===== src/rtl/eq_cfg_pkg.sv =====
// -----------------------------------------------------------------------------
// eq_cfg_pkg
// Shared types and constants for the equalizer gain scheduler.
//   NBANDS       : number of equalizer bands
//   GW           : gain width (signed two's complement)
//   BAND_W       : width of the band index on the write port
//   DEFAULT_GAIN : reset value for shadow, target and active gains (unity)
//   gain_t       : one signed band gain
//   gain_vec_t   : packed vector of all band gains, element k is band k
//   state_t      : scheduler FSM states
// -----------------------------------------------------------------------------
package eq_cfg_pkg;

    localparam int NBANDS       = 8;
    localparam int GW           = 8;
    localparam int BAND_W       = 3;
    localparam int DEFAULT_GAIN = 1;

    typedef logic signed [GW-1:0]   gain_t;
    typedef gain_t [NBANDS-1:0]     gain_vec_t;

    typedef enum logic [1:0] {
        IDLE    = 2'd0,
        PENDING = 2'd1,
        RAMP    = 2'd2
    } state_t;

    localparam gain_t DEFAULT_G = gain_t'(DEFAULT_GAIN);

endpackage


===== src/rtl/eq_gain_scheduler_if.sv =====
// -----------------------------------------------------------------------------
// eq_gain_scheduler_if
// Host-side configuration port of the gain scheduler.
//   wr_valid/wr_ready         : band-gain write handshake
//   wr_band/wr_gain           : band index and signed gain for the write
//   commit_valid/commit_ready : commit handshake (snapshot shadows as target)
// Modports:
//   master : host driving writes and commits
//   slave  : the scheduler
// -----------------------------------------------------------------------------
interface eq_gain_scheduler_if;
    import eq_cfg_pkg::*;

    logic              wr_valid;
    logic              wr_ready;
    logic [BAND_W-1:0] wr_band;
    gain_t             wr_gain;
    logic              commit_valid;
    logic              commit_ready;

    modport master (
        output wr_valid, wr_band, wr_gain, commit_valid,
        input  wr_ready, commit_ready
    );

    modport slave (
        input  wr_valid, wr_band, wr_gain, commit_valid,
        output wr_ready, commit_ready
    );

endinterface


===== src/rtl/eq_gain_ramp_lane.sv =====
// -----------------------------------------------------------------------------
// eq_gain_ramp_lane
// One band of the gain ramp: holds the active gain and moves it toward the
// target by at most STEP each time step_en is asserted.
//   clk       : system clock
//   rst       : synchronous active-high reset, active returns to DEFAULT_G
//   step_en   : perform one ramp step this cycle
//   target    : gain this band is ramping toward
//   active    : registered active gain
//   at_target : the stepped value equals target (i.e. this band is done once
//               the current step is applied); only meaningful with step_en
// -----------------------------------------------------------------------------
module eq_gain_ramp_lane
    import eq_cfg_pkg::*;
#(
    parameter int STEP = 1
) (
    input  logic  clk,
    input  logic  rst,
    input  logic  step_en,
    input  gain_t target,
    output gain_t active,
    output logic  at_target
);

    localparam logic signed [GW:0] STEP_W = (GW+1)'(STEP);
    localparam gain_t               STEP_G = gain_t'(STEP);

    gain_t             r_active;
    logic signed [GW:0] w_diff;
    gain_t             w_next;

    // Difference is taken one bit wider so -128..127 extremes cannot wrap.
    // Moving by STEP only when |diff| > STEP keeps active+/-STEP in range.
    always_comb begin
        w_diff = $signed({target[GW-1], target}) - $signed({r_active[GW-1], r_active});
        if (w_diff > STEP_W) begin
            w_next = r_active + STEP_G;
        end else if (w_diff < -STEP_W) begin
            w_next = r_active - STEP_G;
        end else begin
            w_next = target;
        end
    end

    assign at_target = (w_next == target);
    assign active    = r_active;

    always_ff @(posedge clk) begin
        if (rst) begin
            r_active <= DEFAULT_G;
        end else if (step_en) begin
            r_active <= w_next;
        end
    end

endmodule


===== src/rtl/eq_gain_scheduler.sv =====
// -----------------------------------------------------------------------------
// eq_gain_scheduler
// Gain-configuration controller for the 8-band equalizer. The host writes
// per-band gains into shadow registers, commits them as a new target set, and
// the active gains ramp toward that target by at most STEP per audio sample.
//   clk       : system clock
//   rst       : synchronous active-high reset
//   sample_en : one-cycle strobe marking a new audio sample
//   bus       : host write/commit port (eq_gain_scheduler_if.slave)
//   g         : registered active gains, g[k] for band k
//   busy      : registered, high while a commit is pending or a ramp runs
// -----------------------------------------------------------------------------
module eq_gain_scheduler
    import eq_cfg_pkg::*;
#(
    parameter int STEP = 1
) (
    input  logic                 clk,
    input  logic                 rst,
    input  logic                 sample_en,
    eq_gain_scheduler_if.slave   bus,
    output gain_vec_t            g,
    output logic                 busy
);

    gain_t             r_shadow [NBANDS];
    gain_t             r_target [NBANDS];
    gain_t             w_shadow_nxt [NBANDS];
    state_t            r_state;
    logic              r_busy;
    logic              r_commit_ready;
    logic              w_commit_acc;
    logic              w_step_en;
    logic [NBANDS-1:0] w_at_target;
    logic              w_all_done;

    assign bus.wr_ready     = 1'b1;
    assign bus.commit_ready = r_commit_ready;
    assign busy             = r_busy;

    assign w_commit_acc = bus.commit_valid && r_commit_ready;
    // Lanes only move outside IDLE; a commit seen in IDLE together with
    // sample_en therefore latches the target without stepping.
    assign w_step_en    = sample_en && (r_state != IDLE);
    assign w_all_done   = &w_at_target;

    // Shadow with this cycle's write applied; the commit snapshot reads this
    // so a write accepted alongside the commit is included. Out-of-range band
    // indices match no entry and are dropped.
    always_comb begin
        for (int k = 0; k < NBANDS; k++) begin
            w_shadow_nxt[k] = r_shadow[k];
            if (bus.wr_valid && bus.wr_ready && (bus.wr_band == BAND_W'(k))) begin
                w_shadow_nxt[k] = bus.wr_gain;
            end
        end
    end

    always_ff @(posedge clk) begin
        if (rst) begin
            for (int k = 0; k < NBANDS; k++) begin
                r_shadow[k] <= DEFAULT_G;
                r_target[k] <= DEFAULT_G;
            end
        end else begin
            for (int k = 0; k < NBANDS; k++) begin
                r_shadow[k] <= w_shadow_nxt[k];
                if (w_commit_acc) begin
                    r_target[k] <= w_shadow_nxt[k];
                end
            end
        end
    end

    for (genvar k = 0; k < NBANDS; k++) begin : g_lane
        eq_gain_ramp_lane #(
            .STEP      (STEP)
        ) u_lane (
            .clk       (clk),
            .rst       (rst),
            .step_en   (w_step_en),
            .target    (r_target[k]),
            .active    (g[k]),
            .at_target (w_at_target[k])
        );
    end

    // Control FSM. busy and commit_ready are registered alongside the state.
    // The done test uses the post-step values, so the step that lands the
    // last band on target also returns to IDLE. A commit accepted in RAMP
    // keeps the FSM in RAMP even if the old target was just reached, since
    // the new target may differ from the active gains.
    always_ff @(posedge clk) begin
        if (rst) begin
            r_state        <= IDLE;
            r_busy         <= 1'b0;
            r_commit_ready <= 1'b1;
        end else begin
            case (r_state)
                IDLE: begin
                    if (w_commit_acc) begin
                        r_state        <= PENDING;
                        r_busy         <= 1'b1;
                        r_commit_ready <= 1'b0;
                    end
                end
                PENDING: begin
                    if (sample_en) begin
                        r_commit_ready <= 1'b1;
                        if (w_all_done) begin
                            r_state <= IDLE;
                            r_busy  <= 1'b0;
                        end else begin
                            r_state <= RAMP;
                        end
                    end
                end
                RAMP: begin
                    if (!w_commit_acc && sample_en && w_all_done) begin
                        r_state <= IDLE;
                        r_busy  <= 1'b0;
                    end
                end
                default: begin
                    r_state        <= IDLE;
                    r_busy         <= 1'b0;
                    r_commit_ready <= 1'b1;
                end
            endcase
        end
    end

endmodule

===== src/flat_wrapper.sv =====
// flat-port wrapper written by rule: the top's interface ports become plain ports
module eq_gain_scheduler_flat import eq_cfg_pkg::*;
#(
    parameter int STEP = 1
)
  (clk, rst, sample_en, g, busy, bus_wr_valid, bus_wr_band, bus_wr_gain, bus_commit_valid, bus_wr_ready, bus_commit_ready);
  eq_gain_scheduler_if bus_i ();
  input  logic clk;
  input  logic rst;
  input  logic sample_en;
  output gain_vec_t g;
  output logic busy;
  input wire logic [$bits(bus_i.wr_valid)-1:0] bus_wr_valid;
  input wire logic [$bits(bus_i.wr_band)-1:0] bus_wr_band;
  input wire logic [$bits(bus_i.wr_gain)-1:0] bus_wr_gain;
  input wire logic [$bits(bus_i.commit_valid)-1:0] bus_commit_valid;
  output wire logic [$bits(bus_i.wr_ready)-1:0] bus_wr_ready;
  output wire logic [$bits(bus_i.commit_ready)-1:0] bus_commit_ready;
  assign bus_i.wr_valid = bus_wr_valid;
  assign bus_i.wr_band = bus_wr_band;
  assign bus_i.wr_gain = bus_wr_gain;
  assign bus_i.commit_valid = bus_commit_valid;
  assign bus_wr_ready = bus_i.wr_ready;
  assign bus_commit_ready = bus_i.commit_ready;
  eq_gain_scheduler #(.STEP(STEP)) u_core (.clk(clk), .rst(rst), .sample_en(sample_en), .bus(bus_i), .g(g), .busy(busy));
endmodule

===== config.mk =====
export PLATFORM = sky130hd
export DESIGN_NAME = eq_gain_scheduler_flat
export DESIGN_NICKNAME = d
export VERILOG_FILES = /design/src/rtl/eq_cfg_pkg.sv /design/src/rtl/eq_gain_scheduler_if.sv /design/src/rtl/eq_gain_ramp_lane.sv /design/src/rtl/eq_gain_scheduler.sv /design/src/flat_wrapper.sv
export SDC_FILE = /design/constraint.sdc
export NUM_CORES = 1
export LEC_CHECK = 0
export CAP_MARGIN = 20
export CELL_PAD_IN_SITES_DETAIL_PLACEMENT = 1
export CELL_PAD_IN_SITES_GLOBAL_PLACEMENT = 2
export CORE_ASPECT_RATIO = 0.7
export CORE_MARGIN = 3
export CORE_UTILIZATION = 40
export CTS_CLUSTER_SIZE = 16
export DETAILED_ROUTE_END_ITERATION = 12
export PLACE_DENSITY = 0.85
export SYNTH_ARGS = -nofsm -noshare
export SYNTH_HDL_FRONTEND = slang
export SYNTH_SLANG_ARGS = --single-unit

===== constraint.sdc =====
create_clock -name clk -period 14.1 [get_ports clk]
set_clock_uncertainty 0.15 [all_clocks]
set_input_delay 2.115 -clock clk [delete_from_list [all_inputs] [get_ports clk]]
set_output_delay 2.115 -clock clk [all_outputs]
set_load 0.02 [all_outputs]

==> results.toml, run 1 <==
[timing]
fin_tns_setup_ns = 0
tightest_slew_ns = 1.11
fmax_ghz = 0.175
setup_viol = 0
slew_headroom = 0.254
fin_crit_sh = 0.405
fin_crit_ns = 5.71
hold_viol_final = 0
drv_slew = 0
rsz0062_at_grt = "no"
hold_slack_ns = 0.309

[worst_setup_path]
max_stage_delay_ns = 0.79
crit_family = "compound AO/OA/AOI/OAI gates"
cp_cell_sequence = "ha_1 -> inv_1 -> fa_1 -> a211oi_2 -> or2_4 -> nand4_1 -> or4_4 -> o31ai_4 -> o31ai_1 -> a2111oi_1 -> clkdlybuf4s18_2 -> o22ai_1 -> or4_4 -> a2111oi_4 -> nor3_1"
cp_max_fo = 19
cp-end-kind = "register"
worst_path_max_delay_cell = "o31ai_4"
crit_path_frequent_cell = "or4_4"
crit_type = "reg -> reg"
path_buf_inv = 2
worstPathArrival_ns = 5.87
cp-start-kind = "register"
required_ns = 14.26

[yosys]
synth_warnings = 0
synth-seq-cells = 196
ys_seq_area_frac = 0.283
synth_top_area_share = 0.164
yosysMostFrequentCell = "nand2_1"
syn_area_um2 = 16100
muxShareOfSynthArea = 0.00839
yosys-top-cells-area = "dfxtp_1 (16%), edfxtp_1 (12%), ha_1 (6.2%)"
synth_top_cell_by_area = "dfxtp_1"
yosys.area_share.xor_xnor = 0.0691
yosys-top-cells-count = "nand2_1 (224), a21oi_1 (149), dfxtp_1 (132), nor2_1 (128), inv_1 (118)"
synth_cell_types = 99
synth_compound_area_frac = 0.272
synthSimpleGateAreaFrac = 0.239
synth_top_family_by_area = "compound AO/OA/AOI/OAI gates"
syn_avg_cell_area_um2 = 8.00
synthFlopType = "dfxtp_1"
netlist_instances = 2015
postSynth.asyncResetShare = 0
synthAdderAreaFrac = 0.0721
synth_nets = 2119
synth_edf_count = 64

[clock_network]
post_cts_buffers = 0
clockBufferDepth = 2
htree_levels = 4
cts_tree = "done"
clock_latency_ns = 0.47
clk_pin_slew_ns = 0.08
cts_hold_buf = 0
cts_root_buf = "clkbuf_16"
clock_sinks = 196
cts_resized = 0
cts_made_buffers = 17

[layout]
register_area_um2 = 4560
nets = 2125
n_fill_cell = 4723
drive_gt1_frac = 0.0551
multi_input_area_um2 = 10700
utilization = 0.457
area_growth_pct = 10.8

[grt]
gr-total-overflow = 0
grt_max_degree = 75
grt_first_pass_wirelength_um = 96200
grt.total_usage = 0.287
first_global_vias = 15646
antenna_found_initial = 1

[drt]
dr.pass1.iters = 5
routedWlPerCell_um = 24.3
via_per_inst = 6.30
vias = 16137
drc = 0
drt_iter0_markers = 1523
ant_nets = 0
drt-total-wl_um = 62200

[floorplan]
fp.dieW_um = 246
die_area_um2 = 42800
start_util = 0.412
ioPinCount = 83
die_h_um = 174
row_count = 60
core_area_um2 = 39100

[placement]
port_buffers = 81
dpl.hpwl_um = 47200
routabilityCongestion = 0.905

[outcome]
status = "finished, final reports clean"

[power]
seqPwrFrac = 0.334
p_leak_nw = 6.20
power.density_nw_per_um2 = 113
p_comb_frac = 0.413
switching_share = 0.422
switchingPower_uw = 853
p_clk_frac = 0.253
p_int_mw = 1.17
totalPowerFinal_mw = 2.02
irDropWorstVdd_mv = 0.0892

[flow_run]
maxCapViolCount = 0

[hold_path]
min_path_type = "reg -> reg"
## per-layer routing
| layer | up-vias | track usage | wire length [um] |
|---|---|---|---|
| li1 | 7514 | - | - |
| met1 | 8069 | 0.429 | 29900 |
| met2 | 503 | 0.427 | 26800 |
| met3 | 51 | 0.0551 | 4490 |
| met4 | 0 | 0.0612 | 923 |
| met5 | - | 0 | 0 |
## cell type report
class / instances / share of cell area
Clock inverter: 14 / 0.00799
Clock buffer: 18 / 0.0246
Tap cell: 527 / 0.0369
Inverter: 121 / 0.0254
Sequential cell: 196 / 0.256
Timing Repair Buffer: 97 / 0.0520
Antenna cell: 1 / 0.000140
Multi-Input combinational cell: 1588 / 0.597
## registers in the layout (all words and copies together), names as in the netlist
register	cells
u_core.bus.commit_ready	1
u_core.busy	1
u_core.g_lane.u_lane.active	64
u_core.r_shadow	64
u_core.r_state	2
u_core.r_target	64
## power by group through the flow
stage          Combinational, mW  Clock, mW  Sequential, mW
6_report                   0.835      0.511           0.675
5_1_grt                    0.907      0.541           0.680
4_1_cts                    0.820      0.516           0.673
3_5_place_dp               0.814          0           0.686
3_3_place_gp               0.800          0           0.684
2_1_floorplan              0.563          0           0.672
## worst register-to-register path: stages, from the launching register on
cell	delay, ns
dfxtp_1	0.60
ha_1	0.27
inv_1	0.07
fa_1	0.44
a211oi_2	0.33
or2_4	0.21
nand4_1	0.08
or4_4	0.46
o31ai_4	0.79
o31ai_1	0.21
a2111oi_1	0.59
clkdlybuf4s18_2	0.34
o22ai_1	0.12
or4_4	0.51
a2111oi_4	0.33
nor3_1	0.08
## worst paths after layout
kind	start	to	slack [ns]	cells after the start
worst min-delay path	u_core.r_shadow[0][25]$_SDFF_PP0_	u_core.r_shadow[0][25]$_SDFF_PP0_	0.31	2
worst max-delay path	u_core.g_lane[4].u_lane.active[0]$_SDFFE_PP1P_	u_core.busy$_SDFFE_PP0P_	8.39	15
worst max register to register	u_core.g_lane[4].u_lane.active[0]$_SDFFE_PP1P_	u_core.busy$_SDFFE_PP0P_	8.39	15
worst min register to register	u_core.r_shadow[0][25]$_SDFF_PP0_	u_core.r_shadow[0][25]$_SDFF_PP0_	0.31	2
## metrics by stage
stage / setup WS, ns / area, um^2 / instances
final: 8.39 / 17900 / 2562
after global routing: 8.20 / 17900 / 2561
after CTS: 8.55 / 17900 / 2560
after detailed placement: 8.56 / 17300 / 2528
after global placement: 7.91 / 17300 / 2527
after floorplan: 9.33 / 16100 / 2015
## kinds of logic after synthesis
| family | count (synthesis) |
|---|---|
| AOI/OAI and AO/OA | 612 |
| xor gates and xnor gates | 124 |
| adders and majority gates | 88 |
| buffers and inverters | 231 |
| DFF | 196 |
| muxes | 12 |
| other | 1 |
| and+or+nand+nor | 751 |
## placed cells by master (no fill, tap or decap), types with 9 or more instances in the layout
cell             instances
clkbuf_16               17
o221ai_1                27
nor2b_1                 39
xnor2_1                 84
nand2b_1                27
nor3b_1                 13
nor2_1                 128
nor3_1                  48
or2_2                   17
nand4_1                 33
a21oi_1                149
o2111ai_1               13
edfxtp_1                64
inv_1                  118
mux2i_1                  9
a221oi_1                23
xor2_1                  38
nand2_1                224
ha_1                    80
o22ai_1                 43
a21o_1                  26
clkdlybuf4s50_1         80
nand3_1                 54
o211ai_1                31
o21a_1                  12
a221o_1                  9
o21ai_0                 67
buf_4                   15
nand3b_1                18
and3_1                  20
and2_1                  50
or3_1                   12
nor4_1                  24
dfxtp_1                132
a211oi_1                59
o32ai_1                 13
Power figures use the tool's default switching activity.
==> run 2: changes to the inputs <==
--- a/config.mk
+++ b/config.mk
@@ -10,10 +10,10 @@
 export CELL_PAD_IN_SITES_GLOBAL_PLACEMENT = 2
 export CORE_ASPECT_RATIO = 0.7
 export CORE_MARGIN = 3
-export CORE_UTILIZATION = 40
+export CORE_UTILIZATION = 37
 export CTS_CLUSTER_SIZE = 16
 export DETAILED_ROUTE_END_ITERATION = 12
-export PLACE_DENSITY = 0.85
+export PLACE_DENSITY = 0.79
 export SYNTH_ARGS = -nofsm -noshare
 export SYNTH_HDL_FRONTEND = slang
 export SYNTH_SLANG_ARGS = --single-unit
==> constraint.sdc (replaced) <==
create_clock -name clk -period 5.85 [get_ports clk]
set_clock_uncertainty 0.15 [all_clocks]
set_input_delay 0.8775 -clock clk [delete_from_list [all_inputs] [get_ports clk]]
set_output_delay 0.8775 -clock clk [all_outputs]
set_load 0.02 [all_outputs]
==> results.toml, run 2 (synthesized netlist as in run 1, its figures left out) <==
[timing]
fin_ws_ns = 0.270
hold_slack_ns = 0.305
slew_headroom = 0.319
rsz0062_at_grt = "no"
setup_viol = 0
fin_crit_sh = 0.954
hold_viol_final = 0
fmax_ghz = 0.179
drv_slew = 0
tightest_slew_ns = 1.01
fin_crit_ns = 5.58
fin_tns_setup_ns = 0

[layout]
area_growth_pct = 12.3
layout_commonest_cell = "nand2_1"
layout.cells.non_filler = 2643
multi_input_area_um2 = 10700
fin_area_um2 = 18100
drive_gt1_frac = 0.0656
nets = 2148
layout_common_cells = "nand2_1 (224), a21oi_1 (149), dfxtp_1 (132), nor2_1 (128), inv_1 (118)"
n_fill_cell = 5066
utilization = 0.424
register_area_um2 = 4560

[worst_setup_path]
cp_cell_sequence = "inv_1 -> ha_1 -> nor2b_1 -> or4b_1 -> a31o_2 -> a211o_1 -> o21ai_2 -> o22ai_1 -> a211oi_1 -> o22ai_1 -> or4_4 -> a2111oi_4 -> nor3_1"
cp-end-kind = "register"
worstPathArrival_ns = 5.74
cp-start-kind = "register"
cp_max_fo = 14
crit_type = "reg -> reg"
max_stage_delay_ns = 0.69
required_ns = 6.01
worst_path_max_delay_cell = "a211oi_1"
crit_path_frequent_cell = "o22ai_1"

[placement]
placed_cells = 2610
dpl.hpwl_um = 48500
routabilityCongestion = 0.928
placed_area_um2 = 17500
port_buffers = 81
dp_worst_setup_slack_ns = 0.424

[grt]
grt.total_usage = 0.269
grt_max_degree = 82
antenna_found_initial = 1
first_global_vias = 15817
grt_first_pass_wirelength_um = 98200
gr-total-overflow = 0

[drt]
routedWlPerCell_um = 24.1
dr.pass1.iters = 5
ant_nets = 0
drt-total-wl_um = 63600
vias = 16163
drt_iter0_markers = 1414
drc = 0
via_per_inst = 6.12

[power]
totalPowerFinal_mw = 4.91
irDropWorstVdd_mv = 0.231
power.density_nw_per_um2 = 271
p_leak_nw = 6.32

[floorplan]
row_count = 63
die_h_um = 181
fp.dieW_um = 255
die_area_um2 = 46100
ioPinCount = 83
core_area_um2 = 42600
start_util = 0.378

[clock_network]
cts_root_buf = "clkbuf_16"
clk_pin_slew_ns = 0.08
clock_sinks = 196
cts_made_buffers = 17
cts_hold_buf = 0
post_cts_buffers = 0
clockBufferDepth = 2
cts_tree = "done"
htree_levels = 4
cts_resized = 0
clock_latency_ns = 0.48

[flow_run]
maxCapViolCount = 0

[outcome]
status = "finished, final reports clean"

[hold_path]
min_path_type = "reg -> reg"
[run 2: path summary, 6_finish.rpt]
check	from	end	slack, ns	depth (start not counted)
worst max register to register	u_core.g_lane[3].u_lane.active[3]$_SDFFE_PP0P_	u_core.busy$_SDFFE_PP0P_	0.27	13
worst min-delay path	u_core.r_shadow[0][38]$_SDFF_PP0_	u_core.r_shadow[0][38]$_SDFF_PP0_	0.31	2
worst min register to register	u_core.r_shadow[0][38]$_SDFF_PP0_	u_core.r_shadow[0][38]$_SDFF_PP0_	0.31	2
worst max-delay path	u_core.g_lane[3].u_lane.active[3]$_SDFFE_PP0P_	u_core.busy$_SDFFE_PP0P_	0.27	13
[run 2: cell type report]
cell class | instances | area share
Tap cell | 585 | 0.0405
Multi-Input combinational cell | 1588 | 0.590
Inverter | 121 | 0.0251
Sequential cell | 196 | 0.252
Clock inverter | 15 | 0.00788
Antenna cell | 1 | 0.000138
Clock buffer | 17 | 0.0235
Timing Repair Buffer | 120 | 0.0609
[run 2: critical path: cells and delay by family (launching register included)]
kind	cells	cell delay [ns]
fa+ha+maj	1	0.50
flops	1	0.63
simple gates	4	1.28
buf+inv	1	0.18
compound gates	7	2.67
[run 2: power breakdown]
group / internal [mW] / switching (mW)
logic: 0.749 / 1.33
clock network: 0.599 / 0.624
registers: 1.48 / 0.133
[run 2: metal layers]
metal  share of wire  GRT usage
met1            0.51      0.412
met2            0.43      0.406
met3           0.049     0.0351
met4           0.012     0.0463
met5               0          0
